[src/rtl/keypad_entry_unit.sv]
// Keypad number-entry engine: debounces scanner coordinates, buffers digits, converts them to binary
// and hands the result to the CPU with a valid/ack handshake.

module keypad_debounce #(
  parameter int DEBOUNCE_CYCLES = 20000
) (
  input  logic       clk,
  input  logic       rst,
  input  logic [7:0] key_coord,
  output logic       key_pulse,
  output logic [7:0] key_code
);
  localparam int DCW = $clog2(DEBOUNCE_CYCLES + 1);
  localparam logic [DCW-1:0] DB_TOP = DCW'(DEBOUNCE_CYCLES - 1);

  logic [7:0]     prev_q;
  logic [DCW-1:0] cnt_q;
  logic           armed_q;
  logic           code_ok, restart, hit;

  assign code_ok = $onehot(key_coord[7:4]) && $onehot(key_coord[3:0]);
  // A change or an illegal multi-key code keeps the stability counter at zero.
  assign restart = (key_coord != prev_q) || (key_coord != 8'h00 && !code_ok);
  // Fires once, on the cycle the value has been seen DEBOUNCE_CYCLES times in a row.
  assign hit     = !restart && (cnt_q == DB_TOP - DCW'(1));

  always_ff @(posedge clk or posedge rst) begin
    if (rst) begin
      prev_q    <= '0;
      cnt_q     <= '0;
      armed_q   <= 1'b1;
      key_pulse <= 1'b0;
      key_code  <= '0;
    end else begin
      prev_q    <= key_coord;
      key_pulse <= 1'b0;
      if (restart)             cnt_q <= '0;
      else if (cnt_q != DB_TOP) cnt_q <= cnt_q + DCW'(1);
      if (hit) begin
        if (armed_q && key_coord != 8'h00) begin
          key_pulse <= 1'b1;
          key_code  <= key_coord;
          armed_q   <= 1'b0;
        end else if (!armed_q && key_coord == 8'h00) begin
          armed_q <= 1'b1;
        end
      end
    end
  end
endmodule

module keypad_entry_unit #(
  parameter int DATA_WIDTH      = 32,
  parameter int MAX_DIGITS      = 8,
  parameter int DEBOUNCE_CYCLES = 20000
) (
  input  logic                              clk,
  input  logic                              rst,
  input  logic [7:0]                        key_coord,
  input  logic                              input_enable,
  input  logic                              hex_mode,
  input  logic                              enter_btn,
  input  logic                              clear_btn,
  input  logic                              data_ack,
  output logic                              cpu_pause,
  output logic                              data_valid,
  output logic [DATA_WIDTH-1:0]             input_data,
  output logic                              overflow,
  output logic                              negative,
  output logic [$clog2(MAX_DIGITS+1)-1:0]   digit_count,
  output logic [4*MAX_DIGITS-1:0]           digits_out
);
  localparam int CW = $clog2(MAX_DIGITS + 1);
  localparam int IW = (MAX_DIGITS > 1) ? $clog2(MAX_DIGITS) : 1;
  localparam int AW = DATA_WIDTH + 4;
  localparam logic [AW-1:0] MAX_POS = {{(AW-DATA_WIDTH+1){1'b0}}, {(DATA_WIDTH-1){1'b1}}};

  typedef enum logic [1:0] {S_IDLE, S_ENTRY, S_CONVERT, S_DONE} state_t;
  state_t state_q, state_d;

  logic                           key_pulse;
  logic [7:0]                     key_code;
  logic [3:0]                     key_val;
  logic                           is_digit, is_bksp, is_sign;
  logic                           hex_q, neg_q, sticky_q, ovf_q;
  logic [MAX_DIGITS-1:0][3:0]     dig_q;
  logic [CW-1:0]                  cnt_q, left_q;
  logic [IW-1:0]                  idx_q;
  logic [AW-1:0]                  acc_q, acc_nx;
  logic [AW+3:0]                  prod, radix_w;
  logic                           sticky_nx, fin_ovf;
  logic [DATA_WIDTH-1:0]          data_q, mag, fin_data;

  keypad_debounce #(.DEBOUNCE_CYCLES(DEBOUNCE_CYCLES)) u_db (
    .clk       (clk),
    .rst       (rst),
    .key_coord (key_coord),
    .key_pulse (key_pulse),
    .key_code  (key_code)
  );

  // Keypad legend in hex terms: '*' reads as E and '#' as F.
  function automatic logic [3:0] key_value(input logic [7:0] code);
    logic [1:0] r, c;
    r = '0;
    c = '0;
    for (int i = 0; i < 4; i++) begin
      if (code[4+i]) r = 2'(i);
      if (code[i])   c = 2'(i);
    end
    case ({r, c})
      4'h0: key_value = 4'h1;  4'h1: key_value = 4'h2;  4'h2: key_value = 4'h3;  4'h3: key_value = 4'hA;
      4'h4: key_value = 4'h4;  4'h5: key_value = 4'h5;  4'h6: key_value = 4'h6;  4'h7: key_value = 4'hB;
      4'h8: key_value = 4'h7;  4'h9: key_value = 4'h8;  4'hA: key_value = 4'h9;  4'hB: key_value = 4'hC;
      4'hC: key_value = 4'hE;  4'hD: key_value = 4'h0;  4'hE: key_value = 4'hF;  default: key_value = 4'hD;
    endcase
  endfunction

  always_comb begin
    key_val  = key_value(key_code);
    is_digit = hex_q || (key_val <= 4'h9);
    is_bksp  = !hex_q && (key_val == 4'hA);
    is_sign  = !hex_q && (key_val == 4'hB);
  end

  // One conversion step, plus the range check applied on the final step.
  always_comb begin
    radix_w   = hex_q ? (AW+4)'(16) : (AW+4)'(10);
    prod      = {4'h0, acc_q} * radix_w + (AW+4)'(dig_q[idx_q]);
    acc_nx    = prod[AW-1:0];
    sticky_nx = sticky_q | (|prod[AW+3:AW]);
    fin_ovf   = sticky_nx | (hex_q ? (|acc_nx[AW-1:DATA_WIDTH]) : (acc_nx > MAX_POS));
    mag       = acc_nx[DATA_WIDTH-1:0];
    fin_data  = fin_ovf ? '0 : ((neg_q && !hex_q) ? -mag : mag);
  end

  always_ff @(posedge clk or posedge rst) begin
    if (rst) state_q <= S_IDLE;
    else     state_q <= state_d;
  end

  always_comb begin
    state_d = state_q;
    case (state_q)
      S_IDLE:    if (input_enable) state_d = S_ENTRY;
      S_ENTRY: begin
        if (!input_enable)  state_d = S_IDLE;
        else if (clear_btn) state_d = S_ENTRY;
        else if (enter_btn) state_d = S_CONVERT;
      end
      S_CONVERT: if (left_q == CW'(1)) state_d = S_DONE;
      S_DONE:    if (data_ack) state_d = S_IDLE;
      default:   state_d = S_IDLE;
    endcase
  end

  always_ff @(posedge clk or posedge rst) begin
    if (rst) begin
      hex_q    <= 1'b0;
      neg_q    <= 1'b0;
      dig_q    <= '0;
      cnt_q    <= '0;
      left_q   <= '0;
      idx_q    <= '0;
      acc_q    <= '0;
      sticky_q <= 1'b0;
      data_q   <= '0;
      ovf_q    <= 1'b0;
    end else begin
      case (state_q)
        S_IDLE: if (input_enable) begin
          hex_q <= hex_mode;
          dig_q <= '0;
          cnt_q <= '0;
          neg_q <= 1'b0;
        end
        S_ENTRY: begin
          if (!input_enable || clear_btn) begin
            dig_q <= '0;
            cnt_q <= '0;
            neg_q <= 1'b0;
          end else if (enter_btn) begin
            // An empty buffer still takes one CONVERT cycle and yields zero.
            left_q   <= (cnt_q == '0) ? CW'(1) : cnt_q;
            idx_q    <= (cnt_q == '0) ? '0 : IW'(cnt_q - CW'(1));
            acc_q    <= '0;
            sticky_q <= 1'b0;
          end else if (key_pulse) begin
            if (is_digit) begin
              if (cnt_q != CW'(MAX_DIGITS)) begin
                dig_q <= {dig_q[MAX_DIGITS-2:0], key_val};
                cnt_q <= cnt_q + CW'(1);
              end
            end else if (is_bksp) begin
              if (cnt_q != '0) begin
                dig_q <= {4'h0, dig_q[MAX_DIGITS-1:1]};
                cnt_q <= cnt_q - CW'(1);
              end
            end else if (is_sign) begin
              neg_q <= !neg_q;
            end
          end
        end
        S_CONVERT: begin
          acc_q    <= acc_nx;
          sticky_q <= sticky_nx;
          idx_q    <= idx_q - IW'(1);
          left_q   <= left_q - CW'(1);
          if (left_q == CW'(1)) begin
            data_q <= fin_data;
            ovf_q  <= fin_ovf;
          end
        end
        S_DONE: if (data_ack) begin
          ovf_q <= 1'b0;
          dig_q <= '0;
          cnt_q <= '0;
          neg_q <= 1'b0;
        end
        default: ;
      endcase
    end
  end

  assign cpu_pause   = (state_q == S_ENTRY) || (state_q == S_CONVERT);
  assign data_valid  = (state_q == S_DONE);
  assign input_data  = data_q;
  assign overflow    = ovf_q;
  assign negative    = neg_q;
  assign digit_count = cnt_q;
  assign digits_out  = dig_q;
endmodule

[config.mk]
export PLATFORM = sky130hd
export DESIGN_NAME = keypad_entry_unit
export DESIGN_NICKNAME = d
export VERILOG_FILES = /design/src/rtl/keypad_entry_unit.sv
export SDC_FILE = /design/constraint.sdc
export NUM_CORES = 1
export LEC_CHECK = 0
export CAP_MARGIN = 20
export CORE_MARGIN = 5
export CORE_UTILIZATION = 36
export DETAILED_ROUTE_END_ITERATION = 8
export GPL_TIMING_DRIVEN = 1
export SLEW_MARGIN = 20
export SYNTH_ARGS = -nofsm -noshare
export SYNTH_HDL_FRONTEND = slang
export SYNTH_SLANG_ARGS = --single-unit
export TNS_END_PERCENT = 10
[constraint.sdc]
create_clock -name clk -period 7.3 [get_ports clk]
set_input_delay 1.46 -clock clk [delete_from_list [all_inputs] [get_ports clk]]
set_output_delay 1.46 -clock clk [all_outputs]
set_load 0.02 [all_outputs]
==> flow_summary.ini, run 1 <==
[clock_network]
clock_sinks = 148
cts_buffer_depth = 2
clk_latency_ns = 0.45
clk_pin_slew_ns = 0.07
cts_made_buffers = 17
cts_tree = yes
cts_max_level = 4
cts_setup_buffers = 0
cts.repair.resized = 0
cts_root_buf = clkbuf_16
hold_buffers = 0

[floorplanning]
die-area_sq_um = 37100
start_util_pct = 36.7
io_pins = 87
core.rowCount = 66
die_y_um = 193
coreArea_sq_um = 32700
die_w_um = 193

[logic_synthesis]
yosys.area.top_type = dfrtp_1
ys_seq_area_share_pct = 30.9
synth_area_per_cell_sq_um = 9.31
async_flop_share_pct = 100
synth_edf_count = 0
yosys-top-cells-area = dfrtp_1, ha_1, fa_1, nand2_1, xor2_1
synth_area_sq_um = 12000
synth_cell_type_count = 72
synth-main-ff-cell = dfrtp_1
synth_seq_cells = 148
synthCells = 1289
yosysWarnings = 0
netlist.area_leader.share_pct = 30.7

[worst_setup_path]
path_class = flip-flop to flip-flop
worstPathRequired_ns = 7.63
cp_data_arrival_time_ns = 6.97
critPathMaxFanout = 33
cp-start-kind = flip-flop
critPathCaptureType = flip-flop

[route]
drtIter0Drc = 544
drc = 0
finalWirelength_um = 30600
route.vias.total = 9583
drt.antenna.violating_nets = 0
wire_per_inst_um = 16.9
first_pass_iters = 7
via_per_inst = 5.28

[finish]
layout.nets = 1525
multi_input_area_sq_um = 7870
nFillCells = 3300
final_layout_size_suffix_gt1_share_pct = 7.35
regArea_sq_um = 3710
fin_util_pct = 42.5
area_delta_synth_final_pct = 15.8
diodes = 0

[sta]
slew_headroom_pct = 29.2
rsz0062_at_grt = false
min_period_ns = 6.63
holdWs_ns = 0.482
timing.final.hold_violations = 0
finClkSkew_ns = 0.0215
timing.fmax_ghz = 0.151
period_share_pct = 90.9
setup_viol = 0
slew_viol_final = 0
tightest_slew_ns = 1.06
fin_tns_setup_ns = 0

[run_status]
status = finished clean

[global_routing]
first_global_vias = 9381
grt_max_degree = 78
grt_antenna_before_repair = 0
grt_usage_pct = 17.0
grt_pass1_wl_um = 50700
overflow = 0

[power]
p_leak_nw = 6.25
powerDensity_nw_per_um2 = 470
ir_worst_vdd_v = 0.000217

[placed_design]
dp_hpwl_um = 22600
portBuffers = 86
gp_congestion = 0.893

[run]
drv_cap = 0

[min_path]
hold_class = flip-flop to flip-flop
through the flow:
stage	instances	power, mW	cell area (sq um)	setup WS, ns
4_1_cts	1816	6.57	13900	0.623
3_3_place_gp	1784	5.62	13300	0.700
5_1_grt	1816	7.13	13900	0.332
6_report	1816	6.53	13900	0.667
3_5_place_dp	1784	5.65	13300	0.643
2_1_floorplan	1318	4.48	12100	1.55
synthesized netlist by cell type, drive strengths merged (8+ instances only):
cell	number
nand4	23
o21a	12
a21boi	16
a22o	26
nand2	153
o211ai	9
mux2i	31
xor2	45
nand3	15
clkbuf	58
a21oi	71
fa	36
dfrtp	147
o31ai	64
nand2b	19
a21o	31
a211oi	11
nor3	17
mux4	8
and2	9
o21ai	66
nor2	62
buf	12
ha	113
inv	71
nor2b	29
xnor2	40
a31oi	12
worst max-delay path: stages, from the launching register on:
cell and delay, ns:
dfrtp_1 0.59, mux4_2 0.55, mux2_2 0.30, ha_1 0.28, ha_1 0.22, fa_1 0.51, fa_1 0.48, a211oi_1 0.45
or4_1 0.19, o211a_1 0.32, o21ai_2 0.11, a211oi_2 0.39, a21oi_2 0.10, xnor2_1 0.14, or4_1 0.54, or3_2 0.91
a41o_1 0.40
cell type report:
| cell class | count | share of cell area, % |
|---|---|---|
| clock buffers | 17 | 3.06 |
| multi-input cells | 1029 | 56.6 |
| well taps | 442 | 3.98 |
| flip-flops and latches | 148 | 26.7 |
| clock inverters | 15 | 1.01 |
| repair buffers | 94 | 6.72 |
| inverters | 71 | 1.95 |
where the power goes:
part / switching [mW] / leakage (nW) / internal [mW]
sequential: 0.199 / 1.90 / 1.01
clock: 0.426 / 0.268 / 0.451
combinational: 2.75 / 4.08 / 1.69
total: 3.37 / 6.25 / 3.16
cell families (layout without fill, tap and decap cells):
group / Yosys count / count (layout) / synth area share (%)
simple gates: 370 / 370 / 14.8
xor+xnor: 85 / 85 / 6.20
compound gates: 351 / 351 / 21.0
fa+ha+maj: 149 / 149 / 17.8
other cells: 2 / 31 / 0.0626
mux: 43 / 43 / 4.46
buf+inv: 141 / 197 / 4.79
flops: 148 / 148 / 30.9
final timing paths:
path	start	to	slack, ns	depth (start not counted)
max reg2reg	idx_q[0]$_DFFE_PP0P_	overflow$_DFFE_PP0P_	0.67	16
max	idx_q[0]$_DFFE_PP0P_	overflow$_DFFE_PP0P_	0.67	16
min	input_data[22]$_DFFE_PP0P_	input_data[22]$_DFFE_PP0P_	0.48	2
min in group asynchronous	rst	u_db.prev_q[0]$_DFF_PP0_	1.51	2
max in group asynchronous	rst	input_data[25]$_DFFE_PP0P_	4.39	3
min reg2reg	input_data[22]$_DFFE_PP0P_	input_data[22]$_DFFE_PP0P_	0.48	2
per-layer routing:
layer / track usage, % / wire (um) / vias to the layer above
met5: 0 / 0 / -
met4: 3.43 / 437 / 0
met3: 3.73 / 1390 / 32
met2: 28.0 / 14700 / 170
met1: 23.1 / 14100 / 4667
li1: - / - / 4714
cell usage in the layout (no fill, tap or decap), types with 36 or more instances in the layout:
| cell | synthesis | routed |
|---|---|---|
| nand2_1 | 153 | 152 |
| xor2_1 | 45 | 45 |
| inv_1 | 71 | 70 |
| dfrtp_1 | 147 | 146 |
| ha_1 | 113 | 113 |
| nor2_1 | 62 | 61 |
| xnor2_1 | 40 | 40 |
| a21oi_1 | 69 | 68 |
| o21ai_0 | 56 | 56 |
| clkdlybuf4s50_1 | 0 | 86 |
| fa_1 | 36 | 36 |
state kept, by name (all words and copies together) (netlist names), named ones only:
register and cells:
u_db.armed_q 1, left_q 4, u_db.cnt_q 15, u_db.prev_q 8
hex_q 1, overflow 1, digit_count 4, input_data 32
digits_out 32, state_q 1, acc_q 36, negative 1
sticky_q 1, u_db.key_pulse 1, idx_q 3, u_db.key_code 6
Power figures use the tool's default switching activity.
==> run 2, diff against run 1 <==
CORE_MARGIN = default   (was 5)
==> flow_summary.ini, run 2 (same netlist as run 1, synthesis figures left out) <==
[global_routing]
grt_max_degree = 79
first_global_vias = 9542
grt_antenna_before_repair = 0
grt_usage_pct = 18.8
grt_pass1_wl_um = 50400
overflow = 0

[route]
drt.antenna.violating_nets = 0
drtIter0Drc = 579
route.vias.total = 9648
drc = 0
first_pass_iters = 6
finalWirelength_um = 30400
via_per_inst = 5.31
wire_per_inst_um = 16.7

[sta]
fin_tns_setup_ns = 0
setup_slack_ns = 0.485
setup_viol = 0
slew_viol_final = 0
period_share_pct = 93.4
slew_headroom_pct = 24.4
min_period_ns = 6.82
timing.final.hold_violations = 0
rsz0062_at_grt = false
timing.fmax_ghz = 0.147
tightest_slew_ns = 1.13
finClkSkew_ns = 0.0140

[power]
p_leak_nw = 6.26
p_total_mw = 6.56
powerDensity_nw_per_um2 = 471
ir_worst_vdd_v = 0.000229

[finish]
regMostFlops = acc_q
diodes = 0
largest_reg_flops = 36
layout.nets = 1527
fin_cells = 1817
layout_commonest_cell = nand2_1
nFillCells = 3282
final_layout_size_suffix_gt1_share_pct = 7.20
fin_util_pct = 42.6
mostFrequentLayoutCells = nand2_1, dfrtp_1, ha_1
area_delta_synth_final_pct = 16.0

[worst_setup_path]
cpMostUsedCell = ha_1
cp_num_buf_inv = 0
path_cells = mux4_2 -> mux2_2 -> ha_1 -> ha_1 -> ha_1 -> ha_1 -> fa_1 -> a211oi_1 -> or4_1 -> o211a_1 -> o21ai_2 -> a211oi_2 -> o21bai_1 -> xor2_1 -> or4_1 -> or3_2 -> a41o_1
cp_data_arrival_time_ns = 7.15
path_class = flip-flop to flip-flop
cp-start-kind = flip-flop
critPathCaptureType = flip-flop
worstPathRequired_ns = 7.63
cpMaxStageDelayCell = or3_2
critPathTopFamily = compound AO/OA/AOI/OAI gates
critPathMaxFanout = 33
crit_path_max_incr_delay_ns = 0.85

[placed_design]
gp_congestion = 0.900
post-place-ws_ns = 0.585
portBuffers = 86
placed_cells = 1786
dp_hpwl_um = 22200

[clock_network]
cts_root_buf = clkbuf_16
cts_made_buffers = 17
cts_max_level = 4
cts_tree = yes
clock_sinks = 148
clk_pin_slew_ns = 0.07
cts_buffer_depth = 2
clk_latency_ns = 0.44
hold_buffers = 0
cts.repair.resized = 0
cts_setup_buffers = 0

[run]
drv_cap = 0

[min_path]
hold_class = flip-flop to flip-flop

[floorplanning]
io_pins = 87
die-area_sq_um = 34100
die_w_um = 185
die_y_um = 185
start_util_pct = 36.7
core.rowCount = 66
coreArea_sq_um = 32700

[run_status]
status = finished clean
-- run 2: changes by cell type in the layout (fill, tap and decap cells not counted), moves of 2 or more --
cell,delta
buf_4,+3
bufinv_16,+3
clkbuf_1,+3
inv_6,-2
inv_8,-4
-- run 2: per-stage QoR --
| stage | instance area, sq um | hold WS (ns) |
|---|---|---|
| after floorplan | 12100 | 0.450 |
| after global placement | 13300 | 0.467 |
| after detailed placement | 13300 | 0.472 |
| after CTS | 13900 | 0.485 |
| after global routing | 13900 | 0.508 |
| final | 13900 | 0.478 |
-- run 2: cell type report --
type	instances	area [sq um]	area share, %
tap	442	553	3.97
sequential	148	3710	26.6
timing repair buffer	96	936	6.72
clock inverter	11	151	1.09
multi-input combinational	1029	7870	56.5
clock buffer	20	437	3.14
inverter	71	272	1.95
-- run 2: worst min-delay path, delay by kind of cell (launching register included) --
family / cells / cell delay (ns)
AO/OA/AOI/OAI: 1 / 0.05
flip-flops: 1 / 0.34
AND/OR/NAND/NOR: 1 / 0.06
-- run 2: report_power, final --
| part | leakage [nW] | switching (mW) | internal [mW] | total, mW |
|---|---|---|---|---|
| registers | 1.90 | 0.197 | 1.02 | 1.21 |
| clock network | 0.274 | 0.373 | 0.538 | 0.911 |
| logic | 4.08 | 2.75 | 1.69 | 4.44 |
| total | 6.26 | 3.32 | 3.25 | 6.56 |
-- run 2: path summary, 6_finish.rpt --
path / cells after the start / slack (ns) / endpoint / from
min: 2 / 0.48 / input_data[20]$_DFFE_PP0P_ / input_data[20]$_DFFE_PP0P_
max in group asynchronous: 3 / 4.36 / input_data[18]$_DFFE_PP0P_ / rst
min in group asynchronous: 2 / 1.51 / u_db.prev_q[0]$_DFF_PP0_ / rst
max reg2reg: 17 / 0.48 / overflow$_DFFE_PP0P_ / idx_q[0]$_DFFE_PP0P_
min reg2reg: 2 / 0.48 / input_data[20]$_DFFE_PP0P_ / input_data[20]$_DFFE_PP0P_
max: 17 / 0.48 / overflow$_DFFE_PP0P_ / idx_q[0]$_DFFE_PP0P_
-- run 2: per-layer routing --
metal	vias up	part of all wire, %	GRT usage, %
met5	-	0	0
met4	0	1.7	5.13
met3	34	4.3	3.73
met2	187	49	31.6
met1	4702	45	24.4
li1	4725	-	-
